## config.mk

```make
export PLATFORM = sky130hd
export DESIGN_NAME = piso_tx
export DESIGN_NICKNAME = d
export VERILOG_FILES = /design/src/rtl/piso_tx.sv
export SDC_FILE = /design/constraint.sdc
export NUM_CORES = 1
export LEC_CHECK = 0
export ABC_CLOCK_PERIOD_IN_PS = 1210
export BUFFER_PORTS_ARGS = -buffer_cell sky130_fd_sc_hd__buf_4
export CAP_MARGIN = 20
export CELL_PAD_IN_SITES_DETAIL_PLACEMENT = 2
export CELL_PAD_IN_SITES_GLOBAL_PLACEMENT = 2
export CORE_MARGIN = 2
export CORE_UTILIZATION = 25
export DETAILED_ROUTE_END_ITERATION = 10
export MAX_ROUTING_LAYER = met4
export PLACE_DENSITY_LB_ADDON = 0.1
export SLEW_MARGIN = 20
export SYNTH_ARGS = -nofsm -noshare
export SYNTH_HDL_FRONTEND = slang
export SYNTH_SLANG_ARGS = --single-unit
```

## constraint.sdc

```tcl
create_clock -name clk -period 1.21 [get_ports clk]
set_input_delay 0 -clock clk [delete_from_list [all_inputs] [get_ports clk]]
set_output_delay 0 -clock clk [all_outputs]
set_load 0.005 [all_outputs]
```

## src/rtl/piso_tx.sv

```systemverilog
// piso_tx: parallel-in serial-out transmitter, the driving end of the sipo
// deserializer. A WIDTH-bit word is taken over a valid/ready handshake and sent
// one bit per clock; frames run back to back while load_valid stays high.
//
// Optional feature: define PISO_PARITY_EN to append one parity bit per frame
// (even parity, or odd when ODD_PARITY=1). Without it ODD_PARITY is unused.
//
// Ports:
//   clk          rising-edge clock
//   reset        synchronous, active-high reset
//   load_valid   producer presents a word on parallel_in
//   load_ready   block accepts a word this cycle (decoded from state only)
//   parallel_in  word to send, sampled only on handshake
//   serial_out   current serial bit (registered)
//   serial_valid serial_out carries a frame bit (registered)
//   busy         frame in progress, same as serial_valid
//   done         pulse coincident with the final bit of each frame (registered)
module piso_tx #(
  parameter int WIDTH      = 4,
  parameter int MSB_FIRST  = 1,
  parameter int ODD_PARITY = 0
) (
  input  logic             clk,
  input  logic             reset,
  input  logic             load_valid,
  output logic             load_ready,
  input  logic [WIDTH-1:0] parallel_in,
  output logic             serial_out,
  output logic             serial_valid,
  output logic             busy,
  output logic             done
);

  localparam int unsigned CNT_W = $clog2(WIDTH + 1);
  localparam logic [CNT_W-1:0] LAST_DATA = CNT_W'(WIDTH - 1);

  // Reject illegal configurations at elaboration.
  if (WIDTH < 2 || ODD_PARITY < 0 || ODD_PARITY > 1) begin : g_bad_param
    $error("piso_tx: WIDTH must be >= 2 and ODD_PARITY 0 or 1");
  end

`ifdef PISO_PARITY_EN
  typedef enum logic [1:0] {IDLE, SHIFT, PARITY} state_t;
`else
  typedef enum logic {IDLE, SHIFT} state_t;
`endif

  state_t           state_q, state_n;
  logic [WIDTH-1:0] shreg_q, shreg_n;
  logic [CNT_W-1:0] cnt_q, cnt_n;
  logic             serial_out_n, serial_valid_n, done_n;
  logic             accept;
`ifdef PISO_PARITY_EN
  logic             par_q, par_n;
`endif

  // Bit that leaves the word first in the configured order.
  function automatic logic first_bit(input logic [WIDTH-1:0] w);
    return (MSB_FIRST != 0) ? w[WIDTH-1] : w[0];
  endfunction

  // Move the next bit of the word into the leading position.
  function automatic logic [WIDTH-1:0] advance(input logic [WIDTH-1:0] w);
    return (MSB_FIRST != 0) ? (w << 1) : (w >> 1);
  endfunction

  // Ready when idle or while the final frame bit is on the wire.
`ifdef PISO_PARITY_EN
  assign load_ready = (state_q == IDLE) || (state_q == PARITY);
`else
  assign load_ready = (state_q == IDLE) || ((state_q == SHIFT) && (cnt_q == LAST_DATA));
`endif

  assign accept = load_valid && load_ready;
  assign busy   = serial_valid;

  // State register and datapath registers.
  always_ff @(posedge clk) begin
    if (reset) begin
      state_q      <= IDLE;
      shreg_q      <= '0;
      cnt_q        <= '0;
      serial_out   <= 1'b0;
      serial_valid <= 1'b0;
      done         <= 1'b0;
`ifdef PISO_PARITY_EN
      par_q        <= 1'b0;
`endif
    end else begin
      state_q      <= state_n;
      shreg_q      <= shreg_n;
      cnt_q        <= cnt_n;
      serial_out   <= serial_out_n;
      serial_valid <= serial_valid_n;
      done         <= done_n;
`ifdef PISO_PARITY_EN
      par_q        <= par_n;
`endif
    end
  end

  // Next-state and next-output decode; outputs are the values for the next cycle.
  always_comb begin
    state_n        = state_q;
    shreg_n        = shreg_q;
    cnt_n          = cnt_q;
    serial_out_n   = 1'b0;
    serial_valid_n = 1'b0;
    done_n         = 1'b0;
`ifdef PISO_PARITY_EN
    par_n          = par_q;
`endif

    if (accept) begin
      // New frame: first bit goes out next cycle, rest stays in the shifter.
      state_n        = SHIFT;
      cnt_n          = '0;
      shreg_n        = advance(parallel_in);
      serial_out_n   = first_bit(parallel_in);
      serial_valid_n = 1'b1;
`ifdef PISO_PARITY_EN
      par_n          = (^parallel_in) ^ (ODD_PARITY != 0);
`endif
    end else begin
      case (state_q)
        SHIFT: begin
          if (cnt_q == LAST_DATA) begin
`ifdef PISO_PARITY_EN
            state_n        = PARITY;
            cnt_n          = CNT_W'(cnt_q + CNT_W'(1));
            serial_out_n   = par_q;
            serial_valid_n = 1'b1;
            done_n         = 1'b1;
`else
            state_n        = IDLE;
`endif
          end else begin
            cnt_n          = CNT_W'(cnt_q + CNT_W'(1));
            shreg_n        = advance(shreg_q);
            serial_out_n   = first_bit(shreg_q);
            serial_valid_n = 1'b1;
`ifndef PISO_PARITY_EN
            // Flag the cycle that will carry the last data bit.
            done_n         = (CNT_W'(cnt_q + CNT_W'(1)) == LAST_DATA);
`endif
          end
        end
`ifdef PISO_PARITY_EN
        PARITY: state_n = IDLE;
`endif
        default: state_n = IDLE;
      endcase
    end
  end

endmodule

```

After elaboration in Yosys (flattened, before gate mapping)
Cells that the tools add are included.
{ "totals": {"regBits": 9, "input_bits": 7, "out_inout_bits": 5, "word_cells": 28} }
{ "op_classes": {"addsub": 1, "eq_ne": 3, "n_mux": 9, "bitwise_logic": 2, "reduce_logical": 8} }
{ "ops": {"columns": ["operator", "count"], "rows": [
  ["two-way mux 4 bit", 3],
  ["== test 3 x 2 -> 1 bit, second input constant", 2],
  ["two-way mux 1 bit", 6],
  ["AND reduction 2 bit", 2],
  ["OR reduction 4 bit", 1],
  ["adder 3 x 1 -> 3 bit, second input constant", 1],
  ["logical AND 1 bit", 2],
  ["!= test 2 bit, second input constant", 1],
  ["inverter 1 bit", 2],
  ["nonzero test 2 bit", 1],
  ["OR reduction 2 bit", 1],
  ["logical OR 1 bit", 1]
]} }

Depth between registers and ports, before layout
{ "depth": {"depth_word": 6, "depth_mapped": 7, "depth_no_buf": 6} }

Least setup slack after synthesis
Ideal clock, no wire load.
{ "synth_timing": {"path_kind": "reg2reg", "from": "reg cnt_q[1]", "to": "reg cnt_q[2]", "setup_ns": 0.067, "t_arrival_ns": 1.246, "required_time_ns": 1.143, "path_slack_ns": -0.103, "stages_incl_launch_ff": 7, "path_buffers": 1, "period_less_slack_ns": 1.313, "cell_sequence": "dfxtp_1 -> ha_1 -> ha_1 -> nor2b_4 -> buf_6 -> or3_4 -> a21oi_2"} }
{ "synth_between": {"elab_chain_cells": 5, "elab_cells_between_ends": 8, "classes_between": "add/sub: 1; eq/ne: 1; bitwise: 1; reduce/logical: 5"} }
{ "synth_rtl": {"columns": ["element", "line_no", "rtl"], "rows": [
  ["from (decl)", "50", "logic [CNT_W-1:0] cnt_q, cnt_n;"],
  ["from (signal assigned)", "92", "cnt_q <= cnt_n;"],
  ["== test 3 x 2 -> 1 bit", "71, 127", null],
  ["logical AND 1 bit", "71", "assign load_ready = (state_q == IDLE) || ((state_q == SHIFT) && (cnt_q == LAST_DATA));"],
  ["logical OR 1 bit", "71", null],
  ["logical AND 1 bit", "74", "assign accept = load_valid && load_ready;"],
  ["OR reduction 2 bit (no source line)", null, null]
]} }
Several ways; a longest one is shown, not always the timed one.
A chain may end at the register's enable or synchronous reset.

Worst setup path in the final report
{ "layout_timing": {"from": "reg cnt_q[1]", "to": "reg shreg_q[3]"} }
{ "layout_between": {"elab_chain_cells": 6, "elab_cells_between_ends": 8, "classes_between": "eq/ne: 2; mux: 1; reduce/logical: 5"} }
{ "layout_rtl": {"columns": ["element", "line_no", "rtl"], "rows": [
  ["== test 3 x 2 -> 1 bit *", "71, 127", null],
  ["logical AND 1 bit", "71", null],
  ["logical OR 1 bit", "71", null],
  ["logical AND 1 bit", "74", null],
  ["!= test 2 bit (no source line) / nonzero test 2 bit (equally long branches)", null, null],
  ["AND reduction 2 bit (no source line)", null, null],
  ["to (signal assigned)", "91", "shreg_q <= shreg_n;"],
  ["to (decl)", "49", "logic [WIDTH-1:0] shreg_q, shreg_n;"]
]} }
Every way passes the cells marked *; elsewhere a longest branch is shown, timed or not.

==> metrics.cfg <==
[critical_path]
ff2ff_path_depth = 6
slowest_stage = dfxtp_2
crit_type = reg2reg
timing.rr.end = shreg_q[3]$_SDFFE_PP0P_
worst_path_largest_cell_delay_ns = 0.33
worstPathMaxFanout = 6
critPathLaunchType = register
cp_common_cell = ha_4
reg2reg_slack_ns = -0.12
endpoint_kind = register
critPathRequiredTime_ns = 1.39
reg2reg_from = cnt_q[1]$_SDFFE_PP0P_
arrival_ns = 1.52
crit_chain = ha_4 -> ha_4 -> nor2b_4 -> inv_4 -> buf_6 -> a211oi_2

[clock_tree]
clk_pin_slew_ns = 0.06
cts_max_level = 1
cts.sinks = 9
root_buffer = clkbuf_4
insertion_delay_ns = 0.27
cts_tree = yes
cts_buffer_depth = 2
cts_buffers = 3

[power]
p_leak_uw = 0.000296
switchingPower_uw = 196
power_density_mw_per_mm2 = 1030
comb_power_share = 0.219
p_seq_frac = 0.447
peakVddDrop_mv = 0.525
power_uw = 726
power.share.switching = 0.271
clockPowerShare = 0.334
intPower_uw = 529

[route]
drtIter0Drc = 0
routedWlPerCell_um = 16.9
vias = 393
first_pass_iters = 1
vias_per_cell = 4.85
routed_wl_mm = 1.37
ant_nets = 0
drcViolationCount = 0

[sta]
drv_slew = 0
rsz0062_at_grt = yes
worst_pin_slew_ns = 0.236
maxSlewHeadroom = 0.838
min_period_ns = 1.33
max_freq_ghz = 0.750
setup_ws_ns = -0.123
hold_ws_ns = 0.0451
min_period_over_period = 1.10
hold_violations = 0
setup_viol = 10
fin_skew_ns = 0.00195

[cells_and_area]
fin_area_um2 = 704
num-fill-cells = 163
fin_nets = 76
seqCellArea_um2 = 183
final_cell_mix = 13 x buf_4, 7 x dfxtp_1, 6 x buf_6, 4 x a21oi_2
final_common_cell = buf_4
antenna_cells = 0
final_layout_size_suffix_gt1_frac = 0.631
synthToLayoutAreaGrowth_pct = 68.1
multiInputGateArea_um2 = 277
final_cells = 81

[min_path]
hold_depth = 3
hold_end = serial_out$_SDFF_PP0_
min_path_type = in2reg
hold_start = load_valid

[run_status]
violations = setup timing
status = finished with violations

[global_routing]
grt_use_total = 0.147
antenna_found_initial = 0
grt_start_max_net_pins = 10
grt_overflow = 0
grt_pass1_vias = 403
grt_pass1_wl_mm = 1.92

[floorplanning]
die_width_um = 44.9
io_pins = 12
start_util = 0.272
row_count = 14
coreArea_mm2 = 0.00154
dieHeight_um = 44.9
dieArea_mm2 = 0.00202

[synthesis]
yosys.cell_types.count = 22
netlist_area_um2 = 419
synth.top_cell.area_share = 0.430
synth-seq-area-share = 0.430
synth_top_cell_by_area = dfxtp_1
ys_ff_latch = 9
syn_inst = 44
ys_warn_count = 0
postSynthAreaPerCell_um2 = 9.53
yosys-top-cells-area = dfxtp_1 43%, ha_1 9.0%, mux2i_1 7.2%
synth_fp_nets = 54

[placed_design]
post-place-cells = 70
port-buffer-count = 11
place_area_um2 = 544
hpwl_um = 853
routabilityCongestion = 0.793
place_ws_ns = -0.0423

[run]
max_cap_violations = 0

[through the flow]
step / utilization / TNS (ns)
2_1_floorplan: - / -0.0583
3_3_place_gp: 0.353 / 0
3_5_place_dp: 0.353 / -0.103
4_1_cts: 0.435 / -0.450
5_1_grt: 0.457 / -1.19
6_report: 0.457 / -0.583
[worst max path at each step]
| stage | startpoint | to | cells past startpoint |
|---|---|---|---|
| after floorplan | cnt_q[1]$_SDFFE_PP0P_ | cnt_q[2]$_SDFFE_PP0P_ | 6 |
| after global placement | cnt_q[1]$_SDFFE_PP0P_ | cnt_q[2]$_SDFFE_PP0P_ | 5 |
| after detailed placement | cnt_q[0]$_SDFFE_PP0P_ | shreg_q[2]$_SDFFE_PP0P_ | 5 |
| after CTS | cnt_q[0]$_SDFFE_PP0P_ | load_ready | 5 |
| after global routing | cnt_q[1]$_SDFFE_PP0P_ | shreg_q[3]$_SDFFE_PP0P_ | 6 |
| final | cnt_q[1]$_SDFFE_PP0P_ | shreg_q[3]$_SDFFE_PP0P_ | 6 |
[per-layer routing]
| metal | up-vias | share of wire | GRT usage |
|---|---|---|---|
| met3 | 2 | 0.052 | 0.0600 |
| met5 | - | 0 | - |
| met1 | 193 | 0.36 | 0.137 |
| met2 | 12 | 0.57 | 0.257 |
| met4 | 0 | 0.0095 | 0.0706 |
| li1 | 186 | - | - |
[synthesized netlist by cell type, drive strengths merged]
master	n
or3	2
a211oi	2
nor2	4
dfxtp	9
nand2b	1
clkbuf	1
ha	3
mux2i	3
or2b	1
nor3	2
nand3b	1
nor2b	1
nand3	1
a21oi	4
buf	3
inv	3
nand2	3
[what timing repair did]
item,4_1_cts,5_1_grt
hold buffers,2,0
gates resized for setup,12,7
setup buffers,4,1
endpoints found under the setup margin,7,10
pin swaps,5,4
hold endpoints to repair,7,0
[cell families after synthesis]
logic type,after synthesis,synth area share
compound gates,6,0.0925
fa+ha+maj,3,0.0896
buf+inv,7,0.0925
flops,9,0.430
mux,3,0.0716
simple gates,16,0.224
[final cells by class]
type | count | area share
clock buffer | 4 | 0.0373
inverter | 3 | 0.0195
multi-input combinational | 28 | 0.393
sequential | 9 | 0.259
tap | 16 | 0.0284
timing repair buffer | 21 | 0.263
[power by group through the flow]
stage / Clock, uW / Combinational, uW / Sequential, uW
final: 242 / 159 / 325
after global routing: 265 / 170 / 326
after CTS: 256 / 140 / 323
after detailed placement: 0 / 98.8 / 330
after global placement: 0 / 93.5 / 328
after floorplan: 0 / 57.2 / 328
[worst max-delay path: cells and delay by family, from the launching register on]
family / cells / cell delay (ns)
flip-flops: 1 / 0.33
AO/OA/AOI/OAI: 1 / 0.19
buffers and inverters: 2 / 0.21
AND/OR/NAND/NOR: 1 / 0.18
adder cells (fa/ha/maj): 2 / 0.32
[flip-flops by register name (all words and copies together), names as in the netlist]
register    cells
cnt_q           3
state_q         1
shreg_q         3
serial_out      1
done            1
Note: power is estimated with default switching activity, not from simulation.
